<file path="config.mk">
export PLATFORM = sky130hd
export DESIGN_NAME = relu_bound_pipe
export DESIGN_NICKNAME = d
export VERILOG_FILES = /design/src/rtl/act_pkg.sv /design/src/rtl/relu_lane.sv /design/src/rtl/relu_bound_pipe.sv
export SDC_FILE = /design/constraint.sdc
export NUM_CORES = 1
export LEC_CHECK = 0
export ABC_AREA = 1
export CAP_MARGIN = 20
export CORE_MARGIN = 2
export CORE_UTILIZATION = 57
export CTS_BUF_LIST = sky130_fd_sc_hd__clkbuf_4
export DETAILED_ROUTE_END_ITERATION = 7
export GPL_TIMING_DRIVEN = 0
export PLACE_DENSITY_LB_ADDON = 0.15
export SYNTH_ARGS = -nofsm -noshare
export SYNTH_HDL_FRONTEND = slang
export SYNTH_SLANG_ARGS = --single-unit
</file>
<file path="constraint.sdc">
create_clock -name clk -period 2.2 [get_ports clk]
set_input_delay 0.33 -clock clk [delete_from_list [all_inputs] [get_ports clk]]
set_output_delay 0.33 -clock clk [all_outputs]
set_load 0.02 [all_outputs]
</file>
<file path="src/rtl/act_pkg.sv">
// Shared definitions for the activation stage: mode encodings and the
// signed saturation helper used by every lane.
package act_pkg;

   localparam logic [1:0] MODE_BYPASS = 2'd0;
   localparam logic [1:0] MODE_RELU   = 2'd1;
   localparam logic [1:0] MODE_LEAKY  = 2'd2;
   localparam logic [1:0] MODE_CLIP   = 2'd3;

   // Clamp a sign-extended value to the signed range of to_bw bits.
   function automatic logic signed [63:0] sat(input logic signed [63:0] x,
                                              input int from_bw,
                                              input int to_bw);
      logic signed [63:0] hi_s;
      logic signed [63:0] lo_s;
      hi_s = (64'sd1 <<< (to_bw - 1)) - 64'sd1;
      lo_s = -(64'sd1 <<< (to_bw - 1));
      if (to_bw >= from_bw) begin
         sat = x;
      end else if (x > hi_s) begin
         sat = hi_s;
      end else if (x < lo_s) begin
         sat = lo_s;
      end else begin
         sat = x;
      end
   endfunction

endpackage

</file>
<file path="src/rtl/relu_lane.sv">
// One activation lane: stage-1 mode logic with negative flag, and the
// stage-2 saturation of the registered stage-1 result.
module relu_lane
   import act_pkg::*;
#(
   parameter int BO_BW      = 16,
   parameter int ACT_BW     = 8,
   parameter int LEAK_SHIFT = 3
) (
   input  logic signed [BO_BW-1:0]  x,
   input  logic        [1:0]        mode,
   input  logic        [BO_BW-1:0]  clip,
   output logic signed [BO_BW-1:0]  y,
   output logic                     neg,
   input  logic signed [BO_BW-1:0]  y_reg,
   output logic signed [ACT_BW-1:0] act
);

   logic is_neg_s;

   // Stage-1 activation selected per beat by mode.
   always_comb begin
      is_neg_s = x[BO_BW-1];
      y        = x;
      neg      = 1'b0;
      case (mode)
         MODE_BYPASS: y = x;
         MODE_RELU: begin
            if (is_neg_s) begin
               y   = {BO_BW{1'b0}};
               neg = 1'b1;
            end else begin
               y = x;
            end
         end
         MODE_LEAKY: begin
            if (is_neg_s) begin
               y = x >>> LEAK_SHIFT;
            end else begin
               y = x;
            end
         end
         MODE_CLIP: begin
            // Clip ceiling is unsigned, so compare with a zero-extended x.
            if (is_neg_s) begin
               y   = {BO_BW{1'b0}};
               neg = 1'b1;
            end else if ({1'b0, x} > {1'b0, clip}) begin
               y = clip;
            end else begin
               y = x;
            end
         end
         default: y = x;
      endcase
   end

   // Stage-2 saturation to the output element width.
   always_comb begin
      act = ACT_BW'(sat({{(64-BO_BW){y_reg[BO_BW-1]}}, y_reg}, BO_BW, ACT_BW));
   end

endmodule

</file>
<file path="src/rtl/relu_bound_pipe.sv">
// Multi-lane activation stage with a 2-deep valid/ready pipeline and a
// saturating count of lanes zeroed by negative inputs.
module relu_bound_pipe
   import act_pkg::*;
#(
   parameter int LANES      = 4,
   parameter int BO_BW      = 16,
   parameter int ACT_BW     = 8,
   parameter int LEAK_SHIFT = 3,
   parameter int CNT_BW     = 16
) (
   input  logic                      clk,
   input  logic                      reset,
   input  logic                      i_valid,
   output logic                      o_ready,
   input  logic [LANES*BO_BW-1:0]    i_data,
   input  logic                      i_last,
   input  logic [1:0]                i_mode,
   input  logic [BO_BW-1:0]          i_clip,
   output logic                      o_valid,
   input  logic                      i_ready,
   output logic [LANES*ACT_BW-1:0]   o_data,
   output logic                      o_last,
   input  logic                      i_cnt_clr,
   output logic [CNT_BW-1:0]         o_zero_cnt
);

   localparam int NW = $clog2(LANES + 1);
   localparam int SW = CNT_BW + NW;
   localparam logic [SW-1:0] CNT_MAX = SW'({CNT_BW{1'b1}});

   logic [LANES*BO_BW-1:0]  y_s;
   logic [LANES-1:0]        neg_s;
   logic [LANES*ACT_BW-1:0] act_s;
   logic [NW-1:0]           neg_cnt_s;
   logic [SW-1:0]           sum_s;
   logic [CNT_BW-1:0]       cnt_inc_s;
   logic                    s2_adv_s;
   logic                    s1_adv_s;
   logic                    xfer_s;

   logic                    s1_valid_r;
   logic [LANES*BO_BW-1:0]  s1_y_r;
   logic [LANES-1:0]        s1_neg_r;
   logic                    s1_last_r;
   logic                    o_valid_r;
   logic [LANES*ACT_BW-1:0] o_data_r;
   logic                    o_last_r;
   logic [NW-1:0]           o_negcnt_r;
   logic [CNT_BW-1:0]       cnt_r;

   for (genvar g = 0; g < LANES; g++) begin : g_lane
      relu_lane #(
         .BO_BW      (BO_BW),
         .ACT_BW     (ACT_BW),
         .LEAK_SHIFT (LEAK_SHIFT)
      ) u_lane (
         .x     (i_data[g*BO_BW +: BO_BW]),
         .mode  (i_mode),
         .clip  (i_clip),
         .y     (y_s[g*BO_BW +: BO_BW]),
         .neg   (neg_s[g]),
         .y_reg (s1_y_r[g*BO_BW +: BO_BW]),
         .act   (act_s[g*ACT_BW +: ACT_BW])
      );
   end

   assign s2_adv_s = !o_valid_r || i_ready;
   assign s1_adv_s = !s1_valid_r || s2_adv_s;
   assign xfer_s   = o_valid_r && i_ready;
   assign o_ready  = s1_adv_s;

   // Lane popcount of stage-1 negative flags and saturating counter increment.
   always_comb begin
      neg_cnt_s = {NW{1'b0}};
      for (int i = 0; i < LANES; i++) begin
         neg_cnt_s = neg_cnt_s + NW'(s1_neg_r[i]);
      end
      sum_s = SW'(cnt_r) + SW'(o_negcnt_r);
      if (sum_s > CNT_MAX) begin
         cnt_inc_s = {CNT_BW{1'b1}};
      end else begin
         cnt_inc_s = sum_s[CNT_BW-1:0];
      end
   end

   // Pipeline stages and zeroed-element counter.
   always_ff @(posedge clk) begin
      if (reset) begin
         s1_valid_r <= 1'b0;
         s1_y_r     <= {(LANES*BO_BW){1'b0}};
         s1_neg_r   <= {LANES{1'b0}};
         s1_last_r  <= 1'b0;
         o_valid_r  <= 1'b0;
         o_data_r   <= {(LANES*ACT_BW){1'b0}};
         o_last_r   <= 1'b0;
         o_negcnt_r <= {NW{1'b0}};
         cnt_r      <= {CNT_BW{1'b0}};
      end else begin
         if (s1_adv_s) begin
            s1_valid_r <= i_valid;
            if (i_valid) begin
               s1_y_r    <= y_s;
               s1_neg_r  <= neg_s;
               s1_last_r <= i_last;
            end
         end
         // Payload only moves with a valid beat, so a stalled output holds.
         if (s2_adv_s) begin
            o_valid_r <= s1_valid_r;
            if (s1_valid_r) begin
               o_data_r   <= act_s;
               o_last_r   <= s1_last_r;
               o_negcnt_r <= neg_cnt_s;
            end
         end
         if (i_cnt_clr) begin
            cnt_r <= {CNT_BW{1'b0}};
         end else if (xfer_s) begin
            cnt_r <= cnt_inc_s;
         end
      end
   end

   assign o_valid    = o_valid_r;
   assign o_data     = o_data_r;
   assign o_last     = o_last_r;
   assign o_zero_cnt = cnt_r;

endmodule

</file>
* After elaboration in Yosys (flattened, before gate mapping) *
Index checks and enable logic that the tools add are counted.

operators by class
  add/subtract/negate cells = 4
  order comparisons = 13
  equal/unequal tests = 3
  multiplexer cells = 37
  reductions and logical operators = 10

operator list
  operator              number
  $pmux 16 s4           4
  $mux 16               13
  $gt 16x16->1          4
  $gt 16x8->1 const B   4
  $lt 16x8->1 const B   4
  $mux 8                8
  $mux 15               4
  $add 16x3->17         1
  $gt 17x16->1 const B  1
  $mux 1                8
  $eq 2x2->1 const B    2
  $reduce_and 2->1      2
  $reduce_or 2->1       2
  $add 2x1->3           1
  $add 3x1->3           1
  $add 1x1->2           1
  $eq 2x1->1 const B    1
  $logic_not 1->1       2
  $logic_not 2->1       1
  $logic_or 1x1->1      2
  $logic_and 1x1->1     1

storage, ports and cells
  bits in registers = 123
  word-level logic and storage cells = 76

* Longest topological paths before layout *
Gate-level depths: netlist (run 1).

  word-level depth = 4
  mapped depth = 18

* Modules after synthesis *
Synthesis (run 1) repeated with hierarchy kept, for this count alone.

unflattened totals
  cell total of the unflattened synthesis = 1580
  area, all modules = 9818.2 um2

modules (own cells, without submodules)
  module           times used  cells each  area each (um2)
  relu_bound_pipe  1           648         4933.5
  relu_lane        4           233         1221.2

* Worst setup path before layout (run 1) *
Ideal clock, no wire load.

  path kind = flip-flop to flip-flop
  start point = reg cnt_r[0], in the netlist o_zero_cnt[0]
  end point = reg cnt_r[15], in the netlist o_zero_cnt[15]
  setup time = 0.070 ns
  data arrival time = 2.016 ns
  required time = 2.130 ns
  path slack = 0.114 ns
  cell stages (with the launch flop) = 11
  clock period less this slack = 2.086 ns
  path through = dfxtp_1 > ha_1 > inv_1 > fa_1 > o21ai_2 > nand2_1 > nor3_2 > nand3_1 > nor3_2 > nand3_2 > a21oi_1

on the way
  longest elaborated chain between the ends = 3

ends and longest elaborated chain
  what                    line                    RTL
  start, declared         relu_bound_pipe.sv:50   logic [CNT_BW-1:0] cnt_r;
  start signal, assigned  relu_bound_pipe.sv:98   cnt_r <= {CNT_BW{1'b0}};
  start signal, assigned  relu_bound_pipe.sv:118  cnt_r <= {CNT_BW{1'b0}};
  start signal, assigned  relu_bound_pipe.sv:120  cnt_r <= cnt_inc_s;
  $add 16x3->17 (*)       relu_bound_pipe.sv:79   sum_s = SW'(cnt_r) + SW'(o_negcnt_r);
  $gt 17x16->1            relu_bound_pipe.sv:80   if (sum_s > CNT_MAX) begin
  $mux 16 (*)             relu_bound_pipe.sv:80

Every way passes the cells marked *; elsewhere a longest branch is shown, timed or not.
A chain may end at the register's enable or synchronous reset.

* Worst setup path in the final report (run 1) *
  start point = in i_clip[15]
  end point = reg s1_y_r[21]

on the way
  longest elaborated chain between the ends = 4

ends and longest elaborated chain
  what                  line                    RTL
  start, declared       relu_bound_pipe.sv:19   input logic [BO_BW-1:0] i_clip,
  $gt 16x16->1          relu_lane.sv:48         end else if ({1'b0, x} > {1'b0, clip}) begin
  $mux 16               relu_lane.sv:48
  $mux 16               relu_lane.sv:45         if (is_neg_s) begin
  $pmux 16 s4           relu_lane.sv:26         case (mode)
  end signal, assigned  relu_bound_pipe.sv:91   s1_y_r <= {(LANES*BO_BW){1'b0}};
  end signal, assigned  relu_bound_pipe.sv:103  s1_y_r <= y_s;
  end, declared         relu_bound_pipe.sv:43   logic [LANES*BO_BW-1:0] s1_y_r;

Every way passes these cells.

==> results.sh, run 1 <==
export IMPL_layout_drive_gt1_share=0.135
export IMPL_min_from="i_mode[0]"
export IMPL_yosys_area_top_type_share=0.269
export IMPL_skew_ns=0.0173
export IMPL_status="finished, violations left"
export IMPL_ios=139
export IMPL_num_vias=10800
export IMPL_r2r_slack_ns=0.11
export IMPL_hold_path_depth=3
export IMPL_die_height_um=131
export IMPL_synth_distinct_cells=42
export IMPL_cpMaxStageDelayCell="clkdlybuf4s15_1"
export IMPL_die_w_um=131
export IMPL_drt_total_wl_um=31800
export IMPL_hp_class="primary input to flip-flop"
export IMPL_grtUsageMet3=0.0765
export IMPL_period_needed_ns=2.27
export IMPL_drtAntennaViolNets=0
export IMPL_slowest_delay_ns=0.45
export IMPL_path_cells="clkdlybuf4s15_1, inv_2, ha_1, a21oi_1, o21ai_0, a21oi_1, nand2_4, nand2_4, buf_6, nand2_1, nand3_1, nand2_1, nand2_1, a21oi_1"
export IMPL_drc=0
export IMPL_cts_root_buf="clkbuf_4"
export IMPL_drt_iter0_markers=1323
export IMPL_avgSynthCellArea_um2=6.58
export IMPL_crit_type="primary input to flip-flop"
export IMPL_worstPathMaxFanout=10
export IMPL_grt_pass1_wl_um=47300
export IMPL_holdPathEnd="s1_neg_r[2]"
export IMPL_syn_cell_area_um2=9170
export IMPL_fmax_mhz=441
export IMPL_power_density_nw_per_um2=516
export IMPL_timing_final_max_slew_violations=0
export IMPL_tightest_slew_ns=0.686
export IMPL_dp_final_hpwl_um=22800
export IMPL_grtUsageTotal=0.356
export IMPL_start_util=0.579
export IMPL_grt_busiest_layer="met2"
export IMPL_insertion_delay_ns=0.54
export IMPL_endpoint_kind="flip-flop"
export IMPL_dr_pass1_iters=6
export IMPL_max_slew_margin_rel=0.543
export IMPL_design_area_um2=11900
export IMPL_n_fill_cell=1300
export IMPL_clk_pin_slew_ns=0.10
export IMPL_cp_start_kind="primary input"
export IMPL_use_met1=0.478
export IMPL_layout_nets=1767
export IMPL_fp_dieArea_um2=17100
export IMPL_critPathBufInv=3
export IMPL_num_rows=46
export IMPL_r2r_start="o_valid"
export IMPL_maxCapViolations=0
export IMPL_synth_seq_area_share=0.269
export IMPL_syn_to_final_growth_pct=29.8
export IMPL_routabilityCongestion=0.958
export IMPL_cts_tree="yes"
export IMPL_p_leak_nw=5.19
export IMPL_clock_path_buffers=2
export IMPL_synth_flop_cell="dfxtp_1"
export IMPL_synth_xor_area_frac=0.00956
export IMPL_synth_edff_count=0
export IMPL_grt_max_degree=17
export IMPL_setup_viol=6
export IMPL_grt_overflow=0
export IMPL_grt_pass1_vias=9383
export IMPL_ff2ff_path_depth=6
export IMPL_crit_required_ns=2.60
export IMPL_antenna_found_initial=2
export IMPL_synth_fp_nets=1551
export IMPL_synth_top_area_cell="dfxtp_1"
export IMPL_post_route_util=0.752
export IMPL_yosys_area_share_simple=0.302
export IMPL_synth_seq_cells=123
export IMPL_setup_ws_ns=-0.0696
export IMPL_ir_drop_uv=314
export IMPL_finalCritPeriodShare=1.03
export IMPL_grt_use_met2=0.550
export IMPL_r2r_end="s1_y_r[31]"
export IMPL_fin_total_pwr_mw=6.15
export IMPL_hold_viol=0
export IMPL_core_area_um2=15800
export IMPL_synthAdderAreaFrac=0.0986
export IMPL_synth_cells=1392
export IMPL_violations="setup timing"
export IMPL_ys_warn_count=0
export IMPL_cp_top_family="buffers and inverters"
export IMPL_place_area_um2=10800
export IMPL_synthArstFlopShare=0
export IMPL_synth_top_family_by_area="simple AND/OR/NAND/NOR gates"
export IMPL_io_buffers=136
export IMPL_cts_buffers=17
export IMPL_post_synth_mux_area_share=0
export IMPL_htree_levels=4
export IMPL_wl_per_cell_um=17.3
export IMPL_cts_sinks=123
export IMPL_vias_per_cell=5.88
export IMPL_synth_area_top_cells="dfxtp_1 27%, nand2_1 15%, a21oi_1 13%"
export IMPL_arrival_ns=2.67
export IMPL_synth_compound_gate_area_share=0.223
[registers in the layout, summed over array words and instances, names as in the netlist]
signal      count
s1_y_r         64
o_last          1
o_valid         1
s1_valid_r      1
s1_neg_r        4
o_zero_cnt     16
o_data         32
s1_last_r       1
o_negcnt_r      3
[where the power goes]
part	internal, mW	switching [mW]
sequential	2.36	0.0874
combinational	0.810	1.19
clock	0.800	0.892
total	3.97	2.17
[area by class of cell]
type	count	area [µm²]	area share
diodes	1	2.50	0.000210
plain buffers	77	450	0.0379
clock buffers	18	135	0.0114
clock inverters	14	171	0.0144
inverters	125	518	0.0435
multi-input cells	1067	5960	0.501
flip-flops and latches	123	2470	0.207
well taps	216	270	0.0227
repair buffers	197	1920	0.162
[through the flow]
step | hold slack [ns] | instances | TNS (ns) | worst slack (ns)
6_report | 0.150 | 1838 | -0.116 | -0.0696
2_1_floorplan | 0.440 | 1392 | 0 | 0.114
3_5_place_dp | 0.452 | 1744 | -46.53 | -0.870
5_1_grt | 0.129 | 1838 | -0.142 | -0.0324
3_3_place_gp | 0.449 | 1744 | -43.94 | -0.846
4_1_cts | 0.129 | 1806 | 0 | 0.00224
[cell usage after synthesis (2+ instances only)]
library cell  count
a211oi_1          2
a21oi_1         233
buf_6             7
ha_1             69
clkbuf_8          6
nor2_1           42
nand3_1         132
o221ai_1          8
a21oi_2          11
nand4_1          14
nand2_2          14
buf_2            17
nor3_2            4
nand2_4           9
clkbuf_1         38
xor2_1            7
a21o_1            4
xnor2_1           3
nand4_4           2
buf_1             6
clkinv_1          2
a31oi_1           8
inv_1           122
nor3_1            6
o22ai_1          42
nor3_4            2
o21a_1            2
o21ai_0          63
or3_1             2
nand3_2           4
fa_1              2
nor2_2            3
dfxtp_1         123
buf_4             3
nor4_1            9
nand2_1         365
[cell families after synthesis]
kind of cell    Yosys count
flops                   123
buf+inv                 202
compound gates          375
xor+xnor                 10
fa+ha+maj                71
simple gates            611
[worst min-delay path, delay by kind of cell]
family	cells	cell delay, ns
AND/OR/NAND/NOR	1	0.10
buffers and inverters	1	0.15
AO/OA/AOI/OAI	1	0.06
[routing by layer]
| layer | up-vias | wire [µm] |
|---|---|---|
| met1 | 4898 | 13100 |
| li1 | 5175 | - |
| met3 | 118 | 3250 |
| met4 | 0 | 1460 |
| met2 | 612 | 13900 |
| met5 | - | 0 |
[how the worst max path moves through the flow]
stage | cells after the start | to | startpoint | slack, ns
floorplan | 10 | o_zero_cnt[15] | o_zero_cnt[0] | 0.11
global placement | 13 | s1_y_r[22] | i_clip[15] | -0.85
detailed placement | 13 | s1_y_r[22] | i_clip[15] | -0.87
CTS | 13 | s1_y_r[22] | i_clip[12] | 0.002
global route | 16 | s1_y_r[21] | i_clip[4] | -0.03
finish | 14 | s1_y_r[21] | i_clip[15] | -0.07
[repair_timing]
item | CTS | global route
pin swaps | 7 | 23
gates resized for setup | 19 | 54
hold endpoints to repair | 0 | 0
hold buffers | 0 | 0
setup endpoints to repair | 75 | 71
setup buffers | 30 | 31
[placed cells by master (no fill, tap or decap), types with 7 or more instances in the layout]
cell,Yosys,final
inv_1,122,106
o21ai_0,63,63
dlymetal6s2s_1,0,11
nand3_1,132,131
a21oi_1,233,226
dfxtp_1,123,121
o22ai_1,42,42
nand2_4,9,10
buf_4,3,58
nor4_1,9,9
clkbuf_1,38,38
nand4_1,14,14
buf_2,17,14
nor2_1,42,41
xor2_1,7,7
ha_1,69,64
buf_6,7,10
nand2_1,365,359
clkinvlp_4,0,17
clkbuf_4,0,18
a31oi_1,8,8
nand2_2,14,19
a21oi_2,11,18
clkdlybuf4s50_1,0,123
o221ai_1,8,8
Note: power is estimated with default switching activity, not from simulation.
==> inputs of run 2 (changes only) <==
--- a/config.mk
+++ b/config.mk
@@ -8,7 +8,7 @@
 export ABC_AREA = 1
 export CAP_MARGIN = 20
 export CORE_MARGIN = 2
-export CORE_UTILIZATION = 57
+export CORE_UTILIZATION = 55
 export CTS_BUF_LIST = sky130_fd_sc_hd__clkbuf_4
 export DETAILED_ROUTE_END_ITERATION = 7
 export GPL_TIMING_DRIVEN = 0
==> run 2 against run 1 <==
Cell area up 0.46%. First-iteration DRC count down 2.3%. Largest cell class unchanged. Clock-buffer cell count up 1. Critical endpoint is now s1_y_r[20]. Sequential cell count unchanged. Worst hold slack worse by 0.033 ns. Combinational power up 3%. Die area up 3.5%. Critical path type unchanged. Largest power group unchanged. Via count down 0.33%. Setup slack better by 0.053 ns. Highest routed layer unchanged. Register-to-register slack better by 0.05 ns. Sequential power about the same. The run still ends with setup timing left. Power down 2.9%.
==> results.sh, run 2 (same netlist as run 1, synthesis figures left out) <==
export IMPL_cp_start_kind="primary input"
export IMPL_timing_hold_ws_ns=0.118
export IMPL_slowest_delay_ns=0.52
export IMPL_skew_ns=0.0183
export IMPL_grt_max_degree=17
export IMPL_top_register="s1_y_r"
export IMPL_critPathBufInv=3
export IMPL_maxCapViolations=0
export IMPL_crit_required_ns=2.67
export IMPL_cpMostUsedCell="nand2_1"
export IMPL_fp_dieArea_um2=17700
export IMPL_crit_type="primary input to flip-flop"
export IMPL_grt_overflow=0
export IMPL_dr_pass1_iters=6
export IMPL_layout_cells_most_common="nand2_1"
export IMPL_cp_top_family="buffers and inverters"
export IMPL_p_leak_nw=5.22
export IMPL_layout_nets=1772
export IMPL_layout_drive_gt1_share=0.141
export IMPL_ff2ff_path_depth=6
export IMPL_num_rows=47
export IMPL_setup_viol=1
export IMPL_cts_sinks=123
export IMPL_tightest_slew_ns=0.725
export IMPL_violations="setup timing"
export IMPL_clock_path_buffers=2
export IMPL_vias_per_cell=5.83
export IMPL_r2r_end="s1_y_r[47]"
export IMPL_dr_wl_met2_um=14300
export IMPL_htree_levels=4
export IMPL_path_cells="clkdlybuf4s50_1, clkinvlp_4, ha_1, nand2_1, o21ai_0, a21oi_2, nand2_4, buf_4, nand3_1, nand3_1, nand2_1, nand2_1, a21oi_1"
export IMPL_wl_met1_um=13500
export IMPL_min_from="i_mode[0]"
export IMPL_die_w_um=133
export IMPL_syn_to_final_growth_pct=30.4
export IMPL_grt_pass1_vias=9620
export IMPL_r2r_slack_ns=0.16
export IMPL_arrival_ns=2.69
export IMPL_dr_wl_met3_um=3190
export IMPL_clk_pin_slew_ns=0.10
export IMPL_multi_input_area_um2=6010
export IMPL_fmax_mhz=451
export IMPL_period_needed_ns=2.22
export IMPL_io_buffers=136
export IMPL_start_util=0.559
export IMPL_endpoint_kind="flip-flop"
export IMPL_antenna_found_initial=1
export IMPL_cts_buffers=17
export IMPL_largest_reg_flops=64
export IMPL_cpMaxStageDelayCell="clkdlybuf4s50_1"
export IMPL_wl_per_cell_um=17.4
export IMPL_highest_layer="met4"
export IMPL_holdPathEnd="s1_neg_r[2]"
export IMPL_status="finished, violations left"
export IMPL_finalCritPeriodShare=1.01
export IMPL_r2r_start="o_valid"
export IMPL_max_slew_margin_rel=0.517
export IMPL_hp_class="primary input to flip-flop"
export IMPL_grt_pass1_wl_um=49600
export IMPL_power_density_nw_per_um2=499
export IMPL_routabilityCongestion=0.937
export IMPL_insertion_delay_ns=0.56
export IMPL_post_route_util=0.729
export IMPL_hold_viol=0
export IMPL_core_area_um2=16400
export IMPL_drt_total_wl_um=32200
export IMPL_timing_final_max_slew_violations=0
export IMPL_ios=139
export IMPL_worstPathMaxFanout=5
export IMPL_ir_drop_uv=307
export IMPL_drtAntennaViolNets=0
export IMPL_most_common_layout_cells="358 x nand2_1, 226 x a21oi_1, 131 x nand3_1, 123 x clkdlybuf4s50_1, 121 x dfxtp_1"
export IMPL_die_height_um=133
export IMPL_setup_ws_ns=-0.0171
export IMPL_dp_final_hpwl_um=23000
export IMPL_grtUsageTotal=0.352
export IMPL_regArea_um2=2470
export IMPL_hold_path_depth=3
export IMPL_cts_root_buf="clkbuf_4"
export IMPL_drc=0
export IMPL_cts_tree="yes"
export IMPL_num_vias=10800
export IMPL_drt_iter0_markers=1293
export IMPL_cts_hold_buf=0
export IMPL_n_fill_cell=1330
export IMPL_tns_ns=-0.0171
-- run 2: how the worst max path moves through the flow --
stage / start / end / slack (ns) / cells past startpoint
after detailed placement: i_clip[15] / s1_y_r[22] / -0.87 / 13
after CTS: i_clip[12] / s1_y_r[22] / -0.009 / 13
after global routing: i_clip[14] / s1_y_r[20] / -0.08 / 13
after global placement: i_clip[15] / s1_y_r[22] / -0.87 / 13
final: i_clip[14] / s1_y_r[20] / -0.02 / 13
after floorplan: o_zero_cnt[0] / o_zero_cnt[15] / 0.11 / 10
-- run 2: power by group --
group / total (mW) / switching (mW) / internal [mW] / leakage (nW)
sequential: 2.45 / 0.0890 / 2.36 / 1.01
combinational: 2.05 / 1.21 / 0.842 / 4.08
clock: 1.46 / 0.893 / 0.569 / 0.133
total: 5.96 / 2.19 / 3.77 / 5.22
-- run 2: cell type report --
type	instances	share of cell area
multi-input combinational	1067	0.503
sequential	123	0.206
timing repair buffer	202	0.165
inverter	125	0.0436
buffer	77	0.0379
tap	220	0.0230
clock buffer	19	0.0119
clock inverter	13	0.00858
antenna	1	0.000209
-- run 2: per-stage QoR --
step	cell area [µm²]	power, mW	setup slack, ns	instances
after floorplan	9170	3.65	0.114	1392
after global placement	10800	4.24	-0.866	1748
after detailed placement	10800	4.28	-0.874	1748
after CTS	11300	5.74	-0.00871	1805
after global routing	12000	6.29	-0.0760	1847
final	12000	5.96	-0.0171	1847
-- run 2: worst register-to-register path: stages (launching register included) --
cell and delay, ns:
dfxtp_1 0.38, nand3_1 0.15, nand2_1 0.23, buf_2 0.33, clkinv_1 0.46, o21ai_0 0.34
a31oi_1 0.06
-- run 2: repair_timing --
action                                  CTS  global route
resized for setup                        13            68
gates cloned                              0             1
endpoints found under the setup margin   70            72
pin swaps                                 3            27
buffers inserted                         25            40
-- run 2: routing by layer --
metal,vias to the layer above,GRT usage
met5,-,0
met4,0,0.130
met3,82,0.0636
met2,647,0.549
met1,4849,0.486
li1,5189,-
==> inputs of run 3 (changes only) <==
--- a/config.mk
+++ b/config.mk
@@ -5,7 +5,7 @@
 export SDC_FILE = /design/constraint.sdc
 export NUM_CORES = 1
 export LEC_CHECK = 0
-export ABC_AREA = 1
+export ABC_AREA = 0
 export CAP_MARGIN = 20
 export CORE_MARGIN = 2
 export CORE_UTILIZATION = 55
@@ -13,6 +13,7 @@
 export DETAILED_ROUTE_END_ITERATION = 7
 export GPL_TIMING_DRIVEN = 0
 export PLACE_DENSITY_LB_ADDON = 0.15
+export SLEW_MARGIN = 15
 export SYNTH_ARGS = -nofsm -noshare
 export SYNTH_HDL_FRONTEND = slang
 export SYNTH_SLANG_ARGS = --single-unit
==> run 3 against run 2 <==
The run ends with DRC, setup timing left. First-iteration DRC count grew 37%. Utilization fell by 0.57 points. Sequential cell count stayed put. Clock skew up 0.0014 ns. Routed wire length grew 27%. Non-clock buffer count is 2 lower. Sequential share of layout area is 0.81 points lower.
==> results.sh, run 3 <==
export IMPL_status="finished, violations left"
export IMPL_violations="DRC, setup timing"
export IMPL_grt_pass1_vias=11400
export IMPL_num_vias=12500
export IMPL_synth_cells=1419
export IMPL_setup_viol=1
export IMPL_yosys_area_top_type_share=0.254
export IMPL_post_place_cells=1779
export IMPL_cp_start_kind="flip-flop"
export IMPL_timing_final_max_slew_violations=0
export IMPL_synth_edff_count=0
export IMPL_synth_distinct_cells=46
export IMPL_num_rows=48
export IMPL_grt_max_degree=17
export IMPL_cp_top_family="buffers and inverters"
export IMPL_rsz0062_at_grt="true"
export IMPL_path_cells="nand3b_1, buf_6, buf_4, clkdlybuf4s15_2"
export IMPL_yosysMostFrequentCell="nand2_1"
export IMPL_clk_pin_slew_ns=0.12
export IMPL_grt_pass1_wl_um=61200
export IMPL_htree_levels=4
export IMPL_post_route_util=0.723
export IMPL_drt_total_wl_um=40800
export IMPL_ir_drop_uv=360
export IMPL_critPathBufInv=3
export IMPL_insertion_delay_ns=0.59
export IMPL_fp_dieArea_um2=18700
export IMPL_worstPathMaxFanout=10
export IMPL_synth_seq_area_share=0.254
export IMPL_hp_class="primary input to flip-flop"
export IMPL_start_util=0.562
export IMPL_grt_overflow=0
export IMPL_finalCritPeriodShare=1.00
export IMPL_hold_viol=0
export IMPL_cts_hold_buf=0
export IMPL_timing_hold_ws_ns=0.101
export IMPL_drt_iter0_markers=1775
export IMPL_layout_drive_gt1_share=0.126
export IMPL_cpMaxStageDelayCell="dfxtp_2"
export IMPL_period_needed_ns=2.21
export IMPL_top_register="s1_y_r"
export IMPL_final_cell_count_no_fill=1843
export IMPL_cts_sinks=123
export IMPL_syn_cell_area_um2=9690
export IMPL_setup_ws_ns=-0.00718
export IMPL_crit_type="flip-flop to primary output"
export IMPL_synth_area_top_cells="dfxtp_1 25%, a21oi_1 12%, nand2_1 10%"
export IMPL_layout_nets=1763
export IMPL_pwr_share_comb=0.307
export IMPL_routabilityCongestion=1.01
export IMPL_fmax_mhz=453
export IMPL_fin_total_pwr_mw=6.62
export IMPL_synth_top_area_cell="dfxtp_1"
export IMPL_crit_required_ns=1.87
export IMPL_arrival_ns=1.88
export IMPL_power_switching_mw=2.36
export IMPL_grtUsageTotal=0.427
export IMPL_power_density_nw_per_um2=531
export IMPL_vias_per_cell=6.78
export IMPL_endpoint_kind="primary output"
export IMPL_p_leak_nw=5.07
export IMPL_syn_to_final_growth_pct=28.6
export IMPL_avgSynthCellArea_um2=6.83
export IMPL_slowest_delay_ns=0.39
export IMPL_tightest_slew_ns=0.810
export IMPL_synth_seq_cells=123
export IMPL_maxCapViolations=0
export IMPL_largest_reg_flops=64
export IMPL_die_height_um=137
export IMPL_synth_fp_nets=1578
export IMPL_wl_per_cell_um=22.2
export IMPL_cts_tree="yes"
export IMPL_cts_root_buf="clkbuf_4"
export IMPL_synthArstFlopShare=0
export IMPL_p_clk_frac=0.317
export IMPL_cts_buffers=17
export IMPL_core_area_um2=17200
export IMPL_layout_cells_most_common="nand2_1"
export IMPL_p_int_mw=4.25
export IMPL_synth_flop_cell="dfxtp_1"
export IMPL_preCtsSetupSlack_ns=-1.61
export IMPL_drc=57
export IMPL_antenna_found_initial=1
export IMPL_dp_final_hpwl_um=28100
export IMPL_max_slew_margin_rel=0.460
export IMPL_io_buffers=135
export IMPL_ios=139
export IMPL_clock_path_buffers=2
export IMPL_p_sw_frac=0.357
export IMPL_die_w_um=137
export IMPL_synth_commonest_cells="259 x nand2_1, 223 x a21oi_1, 123 x dfxtp_1, 100 x nand3_1, 90 x o21ai_0"
export IMPL_drtAntennaViolNets=0
export IMPL_dr_pass1_iters=8
export IMPL_ys_warn_count=0
export IMPL_skew_ns=0.0197
export IMPL_power_frac_seq=0.376
export IMPL_most_common_layout_cells="255 x nand2_1, 222 x a21oi_1, 118 x dfxtp_1, 99 x nand3_1, 91 x clkdlybuf4s50_1"
==> run 3: cell types whose count changed after synthesis, moves of 13 or more <==
cell,delta
o2111ai_1,+16
o21ai_0,+27
nand2_2,-13
a211oi_1,+35
inv_1,-80
clkbuf_1,+44
nand4_1,+36
a211o_1,+41
nand3_1,-32
o22ai_1,-42
and3_1,+31
nand2_1,-106
nor2_1,+33
o211ai_1,+41
==> run 3: area by class of cell <==
type	instances	area, µm²
Fill cell	1465	4780
Sequential cell	123	2470
Multi-Input combinational cell	1143	6960
Antenna cell	2	5.00
Timing Repair Buffer	168	1650
Inverter	42	191
Clock inverter	13	224
Tap cell	225	282
Buffer	109	543
Clock buffer	18	135
==> run 3: routing by layer <==
metal | vias to the layer above | track usage | wire length, µm
li1 | 5608 | - | -
met1 | 5721 | 0.559 | 15500
met2 | 979 | 0.649 | 17300
met3 | 190 | 0.0841 | 5450
met4 | 0 | 0.254 | 2600
met5 | - | 0 | 0
==> run 3: worst paths after layout <==
check / end / from / cells after the start / slack, ns
max: o_ready / o_valid / 4 / -0.007
min: s1_y_r[7] / i_clip[7] / 3 / 0.10
max reg2reg: o_zero_cnt[7] / o_zero_cnt[0] / 10 / 0.01
min reg2reg: o_data[28] / o_data[28] / 2 / 0.46
==> run 3: per-stage QoR <==
step | TNS, ns | area (µm²)
2_1_floorplan | 0 | 9700
3_3_place_gp | -107.83 | 11300
3_5_place_dp | -113.09 | 11300
4_1_cts | -1.03 | 12000
5_1_grt | -0.602 | 12500
6_report | -0.00718 | 12500
==> run 3: cell families (layout without fill, tap and decap cells) <==
logic type,count (synthesis),count (layout),share of synthesized area
xor+xnor,1,1,0.000904
flops,123,123,0.254
fa+ha+maj,71,71,0.0932
simple gates,574,574,0.273
buf+inv,153,350,0.0620
other cells,0,2,0
compound gates,497,497,0.317
==> run 3: what timing repair did <==
| item | 4_1_cts | 5_1_grt |
|---|---|---|
| pin swaps | 18 | 28 |
| gates resized for setup | 123 | 131 |
| setup buffers | 17 | 15 |
| setup endpoints to repair | 101 | 105 |
| gates cloned | 0 | 1 |
==> run 3: power by group through the flow <==
stage          Sequential [mW]  Combinational, mW  Clock [mW]
6_report                  2.49               2.03        2.10
5_1_grt                   2.50               2.16        2.16
4_1_cts                   2.48               1.85        2.08
3_5_place_dp              2.53               1.79           0
3_3_place_gp              2.53               1.76           0
2_1_floorplan             2.56              0.998           0
==> run 3: worst reg2reg max path, stage by stage (launching register included) <==
cell,delay [ns]
dfxtp_4,0.38
ha_4,0.14
inv_2,0.04
fa_2,0.34
nor2b_2,0.13
o21ai_2,0.07
or4_1,0.43
buf_6,0.17
o21ai_0,0.07
a21oi_1,0.08
a211oi_1,0.25
